`src/rtl/r2r_adc_pkg.sv`:
```
// r2r_adc_pkg
//   Shared constants for the R2R ladder ADC subsystem and its downstream
//   consumers (window averager, display/readout scaling).
//   Contents:
//     ADC_FULL_SCALE_MV : full-scale input voltage in millivolts
//     ADC_RAW_WIDTH     : raw conversion code width
//     ADC_OUT_WIDTH     : averaged / scaled output code width
//     AVG_LOG2_N        : log2 of the moving-average window depth
//     avg_shift()       : right shift taking the running sum to the output code
package r2r_adc_pkg;

  localparam int unsigned ADC_FULL_SCALE_MV = 3300;
  localparam int unsigned ADC_RAW_WIDTH     = 8;
  localparam int unsigned ADC_OUT_WIDTH     = 12;
  localparam int unsigned AVG_LOG2_N        = 8;

  // The running sum is in_width+log2_n bits wide; keeping its top out_width
  // bits divides by the window depth and rescales to the output width at once.
  function automatic int unsigned avg_shift(input int unsigned in_width,
                                            input int unsigned log2_n,
                                            input int unsigned out_width);
    return in_width + log2_n - out_width;
  endfunction

endpackage

```
`src/rtl/r2r_window_averager_ring_buffer.sv`:
```
// sample_ring_buffer
//   Circular store of the last 2^LOG2_N accepted samples. On each accepted
//   sample it reads the slot about to be overwritten (the sample leaving the
//   window) and writes the new sample into it in the same cycle.
//   Ports:
//     clk, rst_n : clock, asynchronous active-low reset
//     clear      : synchronous flush of pointer, fill count and old_data
//     accept     : a new sample is taken this cycle (already gated by clear)
//     din        : sample to store
//     old_data   : registered value leaving the window (0 until filled)
//     filled     : high once 2^LOG2_N samples have been accepted
module sample_ring_buffer
  import r2r_adc_pkg::*;
#(
  parameter int unsigned IN_WIDTH = ADC_RAW_WIDTH,
  parameter int unsigned LOG2_N   = AVG_LOG2_N
) (
  input  logic                clk,
  input  logic                rst_n,
  input  logic                clear,
  input  logic                accept,
  input  logic [IN_WIDTH-1:0] din,
  output logic [IN_WIDTH-1:0] old_data,
  output logic                filled
);

  localparam int unsigned DEPTH = 1 << LOG2_N;

  logic [IN_WIDTH-1:0] mem [DEPTH];
  logic [LOG2_N-1:0]   wr_ptr;
  logic [LOG2_N:0]     fill_cnt;

  // fill_cnt saturates at exactly 2^LOG2_N, so its MSB is the filled flag.
  assign filled = fill_cnt[LOG2_N];

  // The storage array is not reset: stale contents are never observed because
  // old_data is forced to zero until the window has been filled again.
  always_ff @(posedge clk) begin
    if (accept) begin
      mem[wr_ptr] <= din;
    end
  end

  always_ff @(posedge clk or negedge rst_n) begin
    if (!rst_n) begin
      wr_ptr   <= '0;
      fill_cnt <= '0;
      old_data <= '0;
    end else if (clear) begin
      wr_ptr   <= '0;
      fill_cnt <= '0;
      old_data <= '0;
    end else if (accept) begin
      // Read-before-write of the same slot; the sample that completes the
      // window still sees filled=0 and therefore subtracts nothing.
      old_data <= filled ? mem[wr_ptr] : '0;
      wr_ptr   <= wr_ptr + 1'b1;
      if (!filled) begin
        fill_cnt <= fill_cnt + 1'b1;
      end
    end
  end

endmodule

```
`src/rtl/r2r_window_averager.sv`:
```
// r2r_window_averager
//   Sliding-window moving average of raw R2R ADC codes over the last
//   2^LOG2_N samples, kept as a running sum, plus a millivolt-scaled copy.
//   Pipeline for a strobe in cycle t:
//     edge t+1 : stage A (new/old sample registered, ring buffer updated)
//     edge t+2 : running sum updated, ave_data reflects the sample
//     edge t+3 : scaled_data updated, out_valid pulses
//   Ports:
//     clk          : system clock
//     reset        : asynchronous active-low reset
//     EN           : accept enable (sample_valid ignored when low)
//     clear        : synchronous flush of window, sum, pipeline and outputs
//     sample_valid : one-cycle strobe qualifying raw_data
//     raw_data     : raw ADC code
//     ave_data     : averaged code (OUT_WIDTH bits)
//     scaled_data  : average scaled to millivolts, saturating
//     out_valid    : one-cycle pulse when scaled_data updates
//     filled       : window holds 2^LOG2_N samples since reset/clear
module r2r_window_averager
  import r2r_adc_pkg::*;
#(
  parameter int unsigned IN_WIDTH   = ADC_RAW_WIDTH,
  parameter int unsigned LOG2_N     = AVG_LOG2_N,
  parameter int unsigned OUT_WIDTH  = ADC_OUT_WIDTH,
  parameter int unsigned SCALE_MULT = ADC_FULL_SCALE_MV
) (
  input  logic                 clk,
  input  logic                 reset,
  input  logic                 EN,
  input  logic                 clear,
  input  logic                 sample_valid,
  input  logic [IN_WIDTH-1:0]  raw_data,
  output logic [OUT_WIDTH-1:0] ave_data,
  output logic [OUT_WIDTH-1:0] scaled_data,
  output logic                 out_valid,
  output logic                 filled
);

  localparam int unsigned SW    = IN_WIDTH + LOG2_N;
  localparam int unsigned SHIFT = avg_shift(IN_WIDTH, LOG2_N, OUT_WIDTH);
  localparam int unsigned MW    = $clog2(SCALE_MULT + 1);
  localparam int unsigned PW    = OUT_WIDTH + MW;

  logic                 accept;
  logic                 a_valid;
  logic                 b_valid;
  logic [IN_WIDTH-1:0]  new_sample;
  logic [IN_WIDTH-1:0]  old_sample;
  logic [SW-1:0]        sum;
  logic [PW-1:0]        product;
  logic [PW-1:0]        scaled_wide;
  logic [OUT_WIDTH-1:0] scaled_next;

  // clear wins over a coincident strobe: that sample is dropped.
  assign accept = sample_valid & EN & ~clear;

  sample_ring_buffer #(
    .IN_WIDTH (IN_WIDTH),
    .LOG2_N   (LOG2_N)
  ) u_ring (
    .clk      (clk),
    .rst_n    (reset),
    .clear    (clear),
    .accept   (accept),
    .din      (raw_data),
    .old_data (old_sample),
    .filled   (filled)
  );

  // Top OUT_WIDTH bits of the sum == sum >> SHIFT (truncating).
  assign ave_data = sum[SHIFT +: OUT_WIDTH];

  always_comb begin
    product     = PW'(ave_data) * PW'(SCALE_MULT);
    scaled_wide = product >> OUT_WIDTH;
    scaled_next = scaled_wide[OUT_WIDTH-1:0];
    if (scaled_wide > PW'((1 << OUT_WIDTH) - 1)) begin
      scaled_next = '1;
    end
  end

  // Stages A (new sample), B (running sum) and C (scaled output). With EN low
  // no new work enters, but anything already in flight still drains through.
  always_ff @(posedge clk or negedge reset) begin
    if (!reset) begin
      a_valid     <= 1'b0;
      b_valid     <= 1'b0;
      new_sample  <= '0;
      sum         <= '0;
      scaled_data <= '0;
      out_valid   <= 1'b0;
    end else if (clear) begin
      a_valid     <= 1'b0;
      b_valid     <= 1'b0;
      new_sample  <= '0;
      sum         <= '0;
      scaled_data <= '0;
      out_valid   <= 1'b0;
    end else begin
      a_valid   <= accept;
      b_valid   <= a_valid;
      out_valid <= b_valid;
      if (accept) begin
        new_sample <= raw_data;
      end
      // old_sample is always a value previously added to sum, so the
      // subtraction cannot underflow.
      if (a_valid) begin
        sum <= sum + SW'(new_sample) - SW'(old_sample);
      end
      if (b_valid) begin
        scaled_data <= scaled_next;
      end
    end
  end

endmodule

```
`config.mk`:
```
export PLATFORM = sky130hd
export DESIGN_NAME = r2r_window_averager
export DESIGN_NICKNAME = d
export VERILOG_FILES = /design/src/rtl/r2r_adc_pkg.sv /design/src/rtl/r2r_window_averager_ring_buffer.sv /design/src/rtl/r2r_window_averager.sv
export SDC_FILE = /design/constraint.sdc
export NUM_CORES = 2
export LEC_CHECK = 0
export ABC_AREA = 1
export CORE_ASPECT_RATIO = 1.75
export CORE_MARGIN = 5
export CORE_UTILIZATION = 35
export CTS_BUF_LIST = sky130_fd_sc_hd__clkbuf_8
export CTS_CLUSTER_DIAMETER = 60
export DETAILED_ROUTE_END_ITERATION = 7
export GPL_TIMING_DRIVEN = 0
export PLACE_DENSITY = 0.5
export REMOVE_ABC_BUFFERS = 1
export SYNTH_ARGS = -nofsm -noshare
export SYNTH_HDL_FRONTEND = slang
export SYNTH_SLANG_ARGS = --single-unit
```
`constraint.sdc`:
```
create_clock -name clk -period 3.82 [get_ports clk]
set_input_delay 0.764 -clock clk [delete_from_list [all_inputs] [get_ports clk]]
set_output_delay 0.764 -clock clk [all_outputs]
set_load 0.05 [all_outputs]
```
== After elaboration in Yosys (flattened, before gate mapping) ==
Memory sizes are Yosys's and may differ from the RTL's.
Index checks and enable logic that the tools add are counted.
Word-level totals
  bits in registers: 64
  latch bits: 0
  bits in writable memories: 2048
  bits in read-only memories: 0
  input bits: 13
  memories: 1
Cells by class
  $add $sub $neg: 4
  multipliers: 1
  div/mod/pow operators: 0
  magnitude comparators: 1
  equality and inequality tests: 1
  shifts and indexed selects: 0
  mux-type cells: 20
  bitwise operators: 3
  reduce and logical (&&, ||, !) cells: 4
Memory list
  u_ring.mem: words 256, bits a word 8, read ports 1, clocked after Yosys merged registers in 0, wr ports 1, line r2r_window_averager_ring_buffer.sv:29  | logic [IN_WIDTH-1:0] mem [DEPTH];
Operator list (number)
  $mux W8: 7
  $mux W12: 3
  $mux W16: 2
  $mux W9: 3
  $mul A12 B10 Y22 const B: 1
  $add A16 B8 Y16: 1
  $sub A16 B8 Y16: 1
  $gt A12 B12 Y1 const B: 1
  $add A9 B1 Y9 const B: 1
  $add A8 B1 Y8 const B: 1
  $reduce_bool A2 Y1: 3
  $mux W1: 5
  $and A1 B1 Y1: 2
  $ne A2 B2 Y1 const B: 1
  $reduce_and A2 Y1: 1
  $not A1 Y1: 1

== Depth between registers and ports, before layout ==
  depth in word-level cells: 5
  gate-level depth with buffers: 23
  gate-level depth less buffers: 23

== By module ==
A second synthesis with hierarchy kept.
Second synthesis, totals
  cell total of the unflattened synthesis: 9228
  area, all modules: 93061.8 um^2
By module, submodules not included
  sample_ring_buffer: times used 1, cells an instance 8610, area each 88239.6 um^2, seq. area each 62124.6 um^2
  r2r_window_averager: times used 1, cells an instance 618, area each 4822.1 um^2, seq. area each 975.9 um^2

== Least setup slack after synthesis ==
OpenSTA, ideal clock, no wires.
  path type: register to register
  from: reg sum[9]
  to: reg scaled_data[11]
  arrival: 3.910 ns
  data required time: 3.702 ns
  path slack: -0.208 ns
  stages on the path, launching flop included: 21
  path buffers: 0
  period minus slack after synthesis: 4.028 ns
  path through: dfrtp_1 -> inv_1 -> ha_1 -> inv_1 -> ha_1 -> inv_1 -> fa_1 -> inv_1 -> fa_1 -> inv_1 -> fa_1 -> inv_1 -> ha_1 -> nand2_1 -> o21ai_0 -> nand2_1 -> nand2_1 -> nand2_1 -> a21o_1 -> nand3_1 -> nand2_1
Between the ends
  word-level cells in the longest chain between the ends: 5
RTL lines
  start, declared: line r2r_window_averager.sv:49  | logic [SW-1:0] sum;
  start signal, assigned: line r2r_window_averager.sv:109  | sum <= sum + SW'(new_sample) - SW'(old_sample);
  $mul A12 B10 Y22 *: line r2r_window_averager.sv:74  | product = PW'(ave_data) * PW'(SCALE_MULT);
  $gt A12 B12 Y1: line r2r_window_averager.sv:77  | if (scaled_wide > PW'((1 << OUT_WIDTH) - 1)) begin
  $mux W12 *: line r2r_window_averager.sv:77
  $mux W12 *: line r2r_window_averager.sv:111  | if (b_valid) begin
  $mux W12 *: line r2r_window_averager.sv:92  | end else if (clear) begin
  end signal, assigned: line r2r_window_averager.sv:112  | scaled_data <= scaled_next;
  end, declared: line r2r_window_averager.sv:34  | output logic [OUT_WIDTH-1:0] scaled_data,
Mark *: on every way between the ends. The rest lies on a longest branch, timed or not. The select of a mux whose other input is x is not followed.
A chain may end at the register's enable or synchronous reset.

== Worst setup path in the final report ==
Ends and elaborated chain as after synthesis.

==> impl_metrics.toml <==
[status]
status = "finished, violations left"
failed_checks = "setup timing"

[power_and_ir_drop]
p_seq_share_pct = 44.4
total_power_mw = 57.4
ir_worst_vdd_mv = 0.367
power.leakage_nw = 38.5
power_density_mw_per_mm2 = 556
sw_frac_of_total_pct = 33.1
intPower_mw = 38.4
comb_power_share_pct = 26.0
p_switching_mw = 19.0
clock_power_share_pct = 29.5

[floorplan]
core_area_mm2 = 0.258
initial_core_util_pct = 35.1
die_w_um = 394
die_h_um = 683
ios = 39
fp-row-count = 247
dieArea_mm2 = 0.269

[yosys]
synth_top_family_by_area = "simple AND/OR/NAND/NOR gates"
synthTopCellsByArea = "edfxtp_1, nand2_1, nor2_1"
synth-simple-area-share_pct = 17.8
ys_seq_area_share_pct = 69.7
synthCells = 8416
synth-xor-area-share_pct = 0.0774
synth_top_cell_area_share_pct = 68.0
synth_seq_cells = 2112
syn_area_mm2 = 0.0905
yosysWarnings = 0
synth-edff-count = 2048
post_synth_mux_area_share_pct = 0
ys.flop_type = "edfxtp_1"
synth-compound-area-share_pct = 6.15
synth_cell_types = 45
ys_async_sr_fraction_pct = 3.03
synthAdderAreaFrac_pct = 2.05
synth_top_area_cell = "edfxtp_1"
postSynthAreaPerCell_um2 = 10.8

[clock_network]
clock_latency_ps = 950
cts_tree = "yes"
numClockSinks = 2112
cts_inserted_buffers = 309
cts_root_buf = "clkbuf_8"
cts.htree.levels = 5
path_clk_slew_ps = 70
cts_max_path_buffers = 4

[detailed_routing]
wl_met3_um = 12400
top_layer = "met4"
drt_iter0_markers = 4332
wl_met1_um = 107000
drt.antenna.violating_nets = 0
first_pass_iters = 6
wl_um = 282000
viasPerCell = 5.02
dr_wl_met2_um = 148000
drc = 0
wl_per_cell_um = 23.3
dr_total_vias = 60500

[grt]
grt_pass1_wl_um = 406000
grt.overflow.total = 0
gr-usage-all-layers_pct = 20.2
grt_max_degree = 134
grt_pass1_vias = 60500
antenna_found_initial = 10

[worst_setup_path]
slowest_delay_ps = 500
crit_chain = "buf_4, buf_4, ha_2, ha_1, fa_1, fa_1, inv_1, fa_1, inv_1, ha_4, nand2_1, o21ai_4, nand2_2, nand2_4, nand2_2, a21o_1, nand3_1, nand2_1"
crit_family = "adder cells"
critical_path_class = "reg -> reg"
cp.buffers_inverters = 4
crit_arrival_ps = 4880
crit_top_cell = "fa_1"
start_kind = "flip-flop"
cp_slowest_cell = "fa_1"
worstPathMaxFanout = 4
endpoint_kind = "flip-flop"
crit_required_ps = 4650

[place]
place_worst_setup_slack_ps = -2290
gp_congestion = 0.792
io_buffers = 38
dp_hpwl_um = 153000

[sta]
finalWorstSetupSlack_ps = -226
timing.hold.ws_ps = 153
tightest_slew_ps = 1290
fin_skew_ps = 60.7
finalHoldViolCount = 0
fmax_ghz = 0.247
period_needed_ps = 4050
fin_crit_sh_pct = 106
slew_headroom_pct = 14.1
rsz0062_at_grt = "yes"
slew_viol_final = 0
finalSetupViolCount = 610

[final_layout]
nets = 8622
layout-drive-gt1-share_pct = 10.1
final_common_cell = "nand2_1"
nFillCells = 24700
regArea_mm2 = 0.0631
syn2layout_area_growth_pct = 14.0
multi_input_area_mm2 = 0.0249
layout_common_cells = "nand2_1, edfxtp_1, nor2_1"

[job]
maxCapViolations = 0

[min_path]
worstHoldPathType = "in -> reg"
## cell families (layout without fill, tap and decap cells)
kind of cell    count (synthesis)  in the layout
simple gates                 4239           4239
flops                        2112           2112
compound gates               1084           1084
buf+inv                       846           1132
fa+ha+maj                     127            127
xor+xnor                        8              8
other cells                     0              6
## sequential cells by signal, summed over array words and instances, names as in the netlist
register / cells
scaled_data: 12
a_valid: 1
new_sample: 8
u_ring.old_data: 8
sum: 16
out_valid: 1
u_ring.mem: 2048
u_ring.wr_ptr: 8
b_valid: 1
u_ring.fill_cnt: 9
## area by class of cell
class / instances / share of cell area, %
clock buffer: 317 / 4.23
tap: 3361 / 4.07
timing repair inverter: 3 / 0.0400
multi-input combinational: 5458 / 24.1
inverter: 385 / 1.46
timing repair buffer: 213 / 3.80
sequential: 2112 / 61.2
clock inverter: 214 / 1.08
antenna: 6 / 0.0145
## metal layers
| layer | vias to the layer above | track usage (%) |
|---|---|---|
| li1 | 28300 | - |
| met1 | 30000 | 23.1 |
| met2 | 1682 | 37.6 |
| met3 | 531 | 2.25 |
| met4 | 0 | 9.60 |
| met5 | - | 0 |
## per-stage QoR
| step | util, % | TNS (ps) | area [um^2] | instances |
|---|---|---|---|---|
| finish | 40.0 | -35260 | 103000 | 12100 |
| global placement | 35.9 | - | 92700 | 11400 |
| floorplan | - | - | 88200 | 7955 |
| detailed placement | 36.8 | -2305850 | 94900 | 11400 |
| CTS | 39.7 | -2170 | 103000 | 12000 |
| global route | 40.0 | -47460 | 103000 | 12100 |
## power groups by stage
stage	clock (mW)	sequential (mW)	combinational (mW)
6_report	17.0	25.5	14.9
5_1_grt	18.3	25.5	16.5
4_1_cts	17.4	25.5	14.7
3_5_place_dp	0	26.1	13.0
3_3_place_gp	0	26.7	4.14
2_1_floorplan	0	26.3	3.47
## worst paths after layout
kind / startpoint / endpoint / slack (ps) / cells past startpoint
worst max-delay path: sum[9] / scaled_data[11] / -230 / 18
worst min-delay path: raw_data[5] / u_ring.mem[234][5] / 150 / 1
worst max register to register: sum[9] / scaled_data[11] / -230 / 18
worst min register to register: scaled_data[6] / scaled_data[6] / 470 / 2
max in group asynchronous: reset / u_ring.wr_ptr[0] / 2650 / 2
min in group asynchronous: reset / scaled_data[11] / 470 / 2
## Yosys cell counts (all sizes together) (2+ instances only)
library cell	n
a211oi	2
a21boi	3
a21o	5
a21oi	43
buf	297
clkbuf	164
clkinv	3
dfrtp	64
edfxtp	2048
fa	36
ha	91
inv	382
nand2	2148
nand3	122
nand4	6
nor2	1954
nor3	5
o21ai	973
o21bai	4
o22ai	40
o311ai	2
or2	3
xor2	7
## timing repair
item                                    in CTS  in global routing
endpoints found under the hold margin       69                  0
hold buffers                                 2                  0
gates cloned                                27                  4
buffers inserted                            37                 27
endpoints found under the setup margin    1971                933
pin swaps                                   10                 22
gates resized for setup                    312                 73
Power figures use the tool's default switching activity.
